<file path="src/rtl/exmem_exec_pkg.sv">
// Shared CPU constants: ALU operation codes, multiplier FSM states, EX/MEM control bundle.
// Also holds the single-cycle ALU function used by the execute stage.
package exmem_exec_pkg;

    localparam logic [3:0] ALU_ADD = 4'b0010;
    localparam logic [3:0] ALU_SUB = 4'b0110;
    localparam logic [3:0] ALU_AND = 4'b0000;
    localparam logic [3:0] ALU_OR  = 4'b0001;
    localparam logic [3:0] ALU_MUL = 4'b1111;

    typedef enum logic {
        ST_IDLE = 1'b0,
        ST_MUL  = 1'b1
    } mul_state_e;

    typedef struct packed {
        logic [4:0] rd_addr;
        logic [1:0] mem;
        logic       wb;
    } ctrl_t;

    localparam ctrl_t CTRL_BUBBLE = '0;

    // Unknown codes (including MUL, which never takes this path) yield 0.
    function automatic logic [31:0] alu_1cyc(input logic [3:0]  op,
                                             input logic [31:0] a,
                                             input logic [31:0] b);
        logic [31:0] r;
        r = 32'd0;
        case (op)
            ALU_ADD: r = a + b;
            ALU_SUB: r = a - b;
            ALU_AND: r = a & b;
            ALU_OR:  r = a | b;
            default: r = 32'd0;
        endcase
        return r;
    endfunction

endpackage

</file>
<file path="src/rtl/exmem_exec_mul_iter.sv">
// Radix-2 shift-add multiplier: 32 steps, low 32 bits of A*B.
// Latency: start edge + 32 step cycles; done is high during the final step, product valid then.
// No backpressure: start is only honoured while idle.
module mul_iter
    import exmem_exec_pkg::*;
(
    input  logic        clk_i,
    input  logic        rst_i,
    input  logic        start,
    input  logic [31:0] a,
    input  logic [31:0] b,
    output logic        busy,
    output logic        done,
    output logic [31:0] product
);

    mul_state_e  state_q, state_d;
    logic [4:0]  cnt_q;
    logic [31:0] mcand_q;
    logic [31:0] mplier_q;
    logic [31:0] acc_q;
    logic [31:0] acc_next;

    assign acc_next = acc_q + (mplier_q[0] ? mcand_q : 32'd0);
    assign busy     = (state_q == ST_MUL);
    assign done     = (state_q == ST_MUL) && (cnt_q == 5'd31);
    // Product includes the final step so the caller can latch it on the completing edge.
    assign product  = acc_next;

    always_comb begin
        state_d = state_q;
        case (state_q)
            ST_IDLE: if (start) state_d = ST_MUL;
            ST_MUL:  if (cnt_q == 5'd31) state_d = ST_IDLE;
            default: state_d = ST_IDLE;
        endcase
    end

    always_ff @(posedge clk_i or negedge rst_i) begin
        if (!rst_i) begin
            state_q  <= ST_IDLE;
            cnt_q    <= 5'd0;
            mcand_q  <= 32'd0;
            mplier_q <= 32'd0;
            acc_q    <= 32'd0;
        end else begin
            state_q <= state_d;
            if (state_q == ST_IDLE) begin
                if (start) begin
                    mcand_q  <= a;
                    mplier_q <= b;
                    acc_q    <= 32'd0;
                    cnt_q    <= 5'd0;
                end
            end else begin
                acc_q    <= acc_next;
                mcand_q  <= mcand_q << 1;
                mplier_q <= mplier_q >> 1;
                cnt_q    <= cnt_q + 5'd1;
            end
        end
    end

endmodule

</file>
<file path="src/rtl/exmem_exec.sv">
// Execute stage with EX/MEM output latch; add/sub/and/or in one cycle, multiply via mul_iter.
// Latency: 1 edge for ALU ops, 33 edges (accept + 32 steps) for multiply; stall_o holds ID/EX meanwhile.
module exmem_exec
    import exmem_exec_pkg::*;
(
    input  logic        clk_i,
    input  logic        rst_i,
    input  logic        valid_i,
    input  logic [31:0] val1_i,
    input  logic [31:0] val2_i,
    input  logic [31:0] imm_i,
    input  logic        ALUSrc_i,
    input  logic [3:0]  ALUCtrl_i,
    input  logic [4:0]  rd_addr_i,
    input  logic [1:0]  Mem_i,
    input  logic        WB_i,
    output logic        stall_o,
    output logic [31:0] alu_o,
    output logic [31:0] wdata_o,
    output logic [4:0]  rd_addr_o,
    output logic [1:0]  Mem_o,
    output logic        WB_o
);

    logic        mul_busy;
    logic        mul_done;
    logic        mul_start;
    logic [31:0] mul_product;
    logic [31:0] op_b;
    ctrl_t       ctrl_in;
    ctrl_t       ctrl_cap_q;
    ctrl_t       ctrl_q;

    assign op_b      = ALUSrc_i ? imm_i : val2_i;
    assign ctrl_in   = '{rd_addr: rd_addr_i, mem: Mem_i, wb: WB_i};
    assign mul_start = valid_i && (ALUCtrl_i == ALU_MUL) && !mul_busy;
    // The completing step drops stall so ID/EX can advance on the same edge the result lands.
    assign stall_o   = mul_start || (mul_busy && !mul_done);

    mul_iter u_mul (
        .clk_i   (clk_i),
        .rst_i   (rst_i),
        .start   (mul_start),
        .a       (val1_i),
        .b       (op_b),
        .busy    (mul_busy),
        .done    (mul_done),
        .product (mul_product)
    );

    always_ff @(posedge clk_i or negedge rst_i) begin
        if (!rst_i) begin
            ctrl_cap_q <= CTRL_BUBBLE;
            ctrl_q     <= CTRL_BUBBLE;
            alu_o      <= 32'd0;
            wdata_o    <= 32'd0;
        end else begin
            if (mul_start) ctrl_cap_q <= ctrl_in;

            if (mul_done) begin
                alu_o  <= mul_product;
                ctrl_q <= ctrl_cap_q;
            end else if (stall_o || !valid_i) begin
                ctrl_q <= CTRL_BUBBLE;
            end else begin
                alu_o   <= alu_1cyc(ALUCtrl_i, val1_i, op_b);
                wdata_o <= val2_i;
                ctrl_q  <= ctrl_in;
            end
        end
    end

    assign rd_addr_o = ctrl_q.rd_addr;
    assign Mem_o     = ctrl_q.mem;
    assign WB_o      = ctrl_q.wb;

endmodule

</file>
<file path="config.mk">
export PLATFORM = sky130hd
export DESIGN_NAME = exmem_exec
export DESIGN_NICKNAME = d
export VERILOG_FILES = /design/src/rtl/exmem_exec_pkg.sv /design/src/rtl/exmem_exec_mul_iter.sv /design/src/rtl/exmem_exec.sv
export SDC_FILE = /design/constraint.sdc
export NUM_CORES = 1
export LEC_CHECK = 0
export BUFFER_PORTS_ARGS = -buffer_cell sky130_fd_sc_hd__buf_2
export CAP_MARGIN = 20
export CORE_ASPECT_RATIO = 2
export CORE_MARGIN = 1
export CORE_UTILIZATION = 39
export DETAILED_ROUTE_END_ITERATION = 6
export PLACE_DENSITY_LB_ADDON = 0.2
export SLEW_MARGIN = 20
export SYNTH_ARGS = -nofsm -noshare
export SYNTH_HDL_FRONTEND = slang
export SYNTH_SLANG_ARGS = --single-unit
</file>
<file path="constraint.sdc">
create_clock -name clk_i -period 3.05 [get_ports clk_i]
set_input_delay 0.7625 -clock clk_i [delete_from_list [all_inputs] [get_ports clk_i]]
set_output_delay 0.7625 -clock clk_i [all_outputs]
set_load 0.02 [all_outputs]
</file>
Word-level counts from Yosys, hierarchy flattened. Index checks and enable logic that the tools add are counted.

Input port bits: 112. Register bits after elaboration: 182. Output and inout port bits: 73.

Reductions and logical operators: 12. Add/sub/neg operators: 4. Bitwise logic cells: 5. Multiplexer cells: 18. Eq/ne operators: 6.

Operators by type and width (number): two-way mux 32 bit (10); one-hot mux 32 bit (4 select lines) (1); adder 32 bit (2); AND 32 bit (1); OR 32 bit (1); subtractor 32 bit (1); two-way mux 8 bit (2); two-way mux 5 bit (2); adder 5 x 1 -> 5 bit (second input constant) (1); equality test 5 bit (second input constant) (1); equality test 4 x 1 -> 1 bit (second input constant) (1); equality test 4 x 2 -> 1 bit (second input constant) (1); equality test 4 x 3 -> 1 bit (second input constant) (1); equality test 4 bit (second input constant) (1); logical AND 1 bit (4); zero test 4 bit (1); zero test 1 bit (3); inverter 1 bit (3); logical OR 1 bit (2); two-way mux 1 bit (2); != test 2 bit (second input constant) (1); one-hot mux 1 bit (2 select lines) (1); AND reduction 2 bit (1); nonzero test 2 bit (1).

Depth between registers and ports, before layout.
Word-level depth: 8. Gate-level depth with buffers: 25.

By module. Synthesis repeated with hierarchy kept, for this count alone.

Cell total of the unflattened synthesis: 1386. Area total of the unflattened synthesis: 12908.6 µm².

By module, submodules not included: exmem_exec (sequential area each 2001.9 µm², cells an instance 721, area an instance 6678.9 µm², instances 1); mul_iter (sequential area each 2552.4 µm², cells an instance 665, area an instance 6229.7 µm², instances 1).

Least setup slack after synthesis. Ideal clock, no wire load.

Path type: in2reg. From: input ALUSrc_i. To: register alu_o[31]. Stages on the path: 23. Arrival: 5.299 ns. Path buffers: 5. Required time: 2.925 ns. Setup time: 0.125 ns. Slack: -2.374 ns. Cells stage by stage: buf_6 -> buf_6 -> buf_2 -> buf_2 -> buf_2 -> mux2i_1 -> ha_1 -> o211ai_1 -> o21ai_2 -> o21a_4 -> nand2_4 -> o31ai_1 -> xnor2_1 -> ha_1 -> a21o_1 -> a31oi_1 -> o2bb2ai_1 -> or3_1 -> a41o_1 -> a31o_1 -> a2111o_1 -> a21oi_1 -> nor3b_2.

Longest elaborated chain between the ends: 5.

Ends and longest elaborated chain: start: declaration (RTL line exmem_exec.sv:12) `input logic ALUSrc_i,`; two-way mux 32 bit * (RTL line exmem_exec.sv:34) `assign op_b = ALUSrc_i ? imm_i : val2_i;`; subtractor 32 bit, or another cell as far along (RTL line exmem_exec_pkg.sv:32) `ALU_SUB: r = a - b;`; one-hot mux 32 bit (4 select lines) * (RTL line exmem_exec_pkg.sv:30) `case (op)`; two-way mux 32 bit * (RTL line exmem_exec.sv:63) `end else if (stall_o || !valid_i) begin`; two-way mux 32 bit * (RTL line exmem_exec.sv:60) `if (mul_done) begin`; end signal: assignment (RTL line exmem_exec.sv:61) `alu_o <= mul_product;`; end signal: assignment (RTL line exmem_exec.sv:66) `alu_o <= alu_1cyc(ALUCtrl_i, val1_i, op_b);`; end: declaration (RTL line exmem_exec.sv:18) `output logic [31:0] alu_o,`.

Mark *: on every way between the ends. The rest lies on a longest branch, timed or not. The select of a mux whose other input is x is not followed. A chain may end at the register's enable or synchronous reset.

Final worst setup path. Same ends and word-level chain as after synthesis.

==> flow_metrics.tcl <==
set metrics [dict create \
    htreeDepth 4 \
    post-place-ws_ps -1780 \
    vias 13400 \
    grt_setup_unrepaired "true" \
    finalHoldViolCount 0 \
    ys_seq_area_share_pct 34.5 \
    path_class "input port to register" \
    max_cap_violations 0 \
    slowest_stage "a2111o_1" \
    start_util_pct 39.9 \
    p_int_mw 6.79 \
    synth_seq_cells 182 \
    violations "setup timing" \
    cts_tree "built" \
    cts_buffers 17 \
    required_ps 3400 \
    seqPwrFrac_pct 33.7 \
    rows 94 \
    clockRootBuffer "clkbuf_16" \
    ir_worst_vdd_uv 476 \
    syn_inst 1583 \
    switchingPower_mw 4.72 \
    start_kind "input port" \
    grt_antenna_before_repair 2 \
    wl_per_cell_um 18.3 \
    syn_area_um2 13200 \
    fin_crit_sh_pct 134 \
    place.port_buffers 184 \
    placed_cell_area_um2 16800 \
    post-dp-hpwl_mm 34.4 \
    postSynth.asyncResetShare_pct 100 \
    io_pins 185 \
    hold_class "input port to asynchronous set/reset pin" \
    slew_violations 0 \
    drcViolationCount 0 \
    worstMarginPinSlew_ps 515 \
    clk_pin_slew_worst_paths_ps 80 \
    firstDrtPassIters 5 \
    fp.coreArea_um2 33000 \
    grt_pass1_wl_mm 71.1 \
    drive_gt1_share_pct 38.1 \
    setup_viol 27 \
    timing.slew.headroom_pct 65.7 \
    crit_fanout 6 \
    synthDistinctLibCells 79 \
    insertion_delay_ps 450 \
    die_h_um 262 \
    multi_input_comb_area_um2 9190 \
    cts_sinks 182 \
    yosysWarnings 0 \
    pwr-share-comb_pct 46.9 \
    synth-main-ff-cell "dfrtp_1" \
    grt_max_degree 96 \
    place_congestion 0.891 \
    grt_usage_pct 26.5 \
    netSwitchingFraction_pct 41.0 \
    cp_cell_sequence "buf_12 > nor4_4 > buf_4 > o211ai_1 > o21ai_2 > o21a_4 > nand2_4 > o31ai_4 > xnor2_1 > ha_1 > a21o_1 > a31oi_2 > o2bb2ai_2 > or3_1 > a41o_1 > a31o_1 > a2111o_1 > a21oi_2 > nor3b_2" \
    finalNetCount 2222 \
    grt_pass1_vias 13600 \
    ant_nets 0 \
    clk_path_buf_depth 2 \
    dieArea_um2 34600 \
    syn_to_final_growth_pct 42.7 \
    synth_edf_count 0 \
    routed_wl_mm 45.6 \
    setup_ws_ps -1030 \
    pwr_density_cell_nw_per_um2 611 \
    syn-num-nets 1764 \
    post_drt_via_cell_ratio 5.40 \
    overflow 0 \
    status "finished with violations" \
    clock.fmax_mhz 245 \
    p_clk_share_pct 19.5 \
    drt_iter0_drc 635 \
    fill_cells 3030 \
    cp.arrival_ps 4430 \
    power.leakage_nw 8.93 \
    regArea_um2 4560 \
    syn_avg_cell_area_um2 8.33 \
    worst_setup_path_end_kind "register" \
    fp.dieW_um 132 \
    fin_skew_ps 12.1 \
    fin_util_pct 57.0 \
    max_stage_delay_ps 410 \
    final_area_um2 18800 \
    layout_min_cycle_time_ps 4080 \
]
==> Yosys cell counts (all sizes together) (30+ instances only) <==
cell type  instances  area, um^2
a21oi            108         544
o21ai            190         955
xnor2             46         403
clkbuf            77         289
mux2i             77         816
nand2            317        1200
nor2              89         339
ha                67         838
xor2              34         298
a21o              30         225
dfrtp            182        4550
and2              36         225
==> worst max-delay path, delay by kind of cell <==
family / cells / cell delay (ps)
adders and majority gates: 1 / 350
AOI/OAI and AO/OA: 11 / 2140
xor gates and xnor gates: 1 / 100
and+or+nand+nor: 4 / 760
buffers and inverters: 2 / 270
==> logic make-up after synthesis <==
logic type,after synthesis,synth area share [%]
AOI/OAI and AO/OA,466,21.8
xor gates and xnor gates,80,5.31
adders and majority gates,84,7.80
buffers and inverters,121,3.63
DFF,182,34.5
muxes,105,8.57
and+or+nand+nor,545,18.4
==> layer usage <==
layer  up-vias  global-route usage (%)  part of all wire, %  routed length [um]
li1       6544                       -                    -                   -
met1      6503                    30.2                   40               18300
met2       295                    48.8                   53               24300
met3        92                    2.60                  2.5                1120
met4         0                    13.6                  4.1                1870
met5         -                       0                    0                   0
==> through the flow <==
step | hold slack [ps] | TNS [ps] | power, mW | std cells
finish | 214 | -15160 | 11.5 | 2487
global route | 210 | -19170 | 12.3 | 2487
CTS | 191 | -14690 | 11.3 | 2467
detailed placement | 456 | -35240 | 8.80 | 2400
global placement | 452 | -34200 | 8.70 | 2400
floorplan | 452 | -30620 | 6.85 | 1583
==> worst paths after layout <==
check | from | endpoint | slack (ps) | cells past startpoint
setup / recovery | ALUSrc_i | alu_o[31] | -1030 | 19
hold / removal | rst_i | wdata_o[2] | 210 | 1
setup reg to reg | u_mul.mplier_q[0] | alu_o[28] | -110 | 12
hold reg to reg | wdata_o[2] | wdata_o[2] | 470 | 2
max in group asynchronous | rst_i | u_mul.busy | 2040 | 2
min in group clk_i | wdata_o[2] | wdata_o[2] | 470 | 2
==> sequential cells by signal, indices dropped and copies added, names as in the netlist <==
signal / count
u_mul.acc_q: 32
WB_o: 1
u_mul.mplier_q: 32
u_mul.busy: 1
Mem_o: 2
ctrl_cap_q: 8
rd_addr_o: 5
u_mul.mcand_q: 32
u_mul.cnt_q: 5
alu_o: 32
wdata_o: 32
==> final cells by class <==
type                            instances  area share [%]
Timing Repair Buffer                  534            20.5
Inverter                               26           0.519
Clock inverter                         13           0.731
Antenna cell                            2          0.0266
Clock buffer                           18            2.33
Multi-Input combinational cell       1280            48.8
Sequential cell                       182            24.2
Tap cell                              432            2.87
==> timing repair <==
item,in CTS,in global routing
gates cloned,1,1
endpoints found under the setup margin,34,40
gates resized for setup,117,94
buffers inserted,49,23
hold buffers,0,0
pin swaps,85,82
==> power by group through the flow <==
stage / Clock [mW] / Sequential, mW / Combinational (mW)
after floorplan: 0 / 4.12 / 2.73
after global placement: 0 / 3.87 / 4.82
after detailed placement: 0 / 3.88 / 4.92
after CTS: 2.30 / 3.85 / 5.17
after global routing: 2.39 / 3.98 / 5.94
final: 2.24 / 3.87 / 5.39
==> placed cells by master, fill, tap and decap left out, types with 11 or more instances in the layout <==
master	Yosys	layout
xnor2_1	46	40
nand2_1	316	306
o21ai_2	1	12
nor3_1	23	18
mux2_2	28	26
o211ai_1	11	11
buf_12	0	11
and2_1	36	28
buf_6	2	21
a21o_1	30	30
buf_4	0	317
a21oi_1	107	70
buf_2	8	180
mux2i_1	72	67
xor2_1	34	33
nand3_1	16	12
dfrtp_1	182	180
o21ai_0	186	152
inv_1	26	26
ha_1	67	57
maj3_1	15	15
clkbuf_16	0	18
a21oi_2	1	34
o21ai_1	3	23
nor2_1	87	76
(Power assumes the default switching activity.)
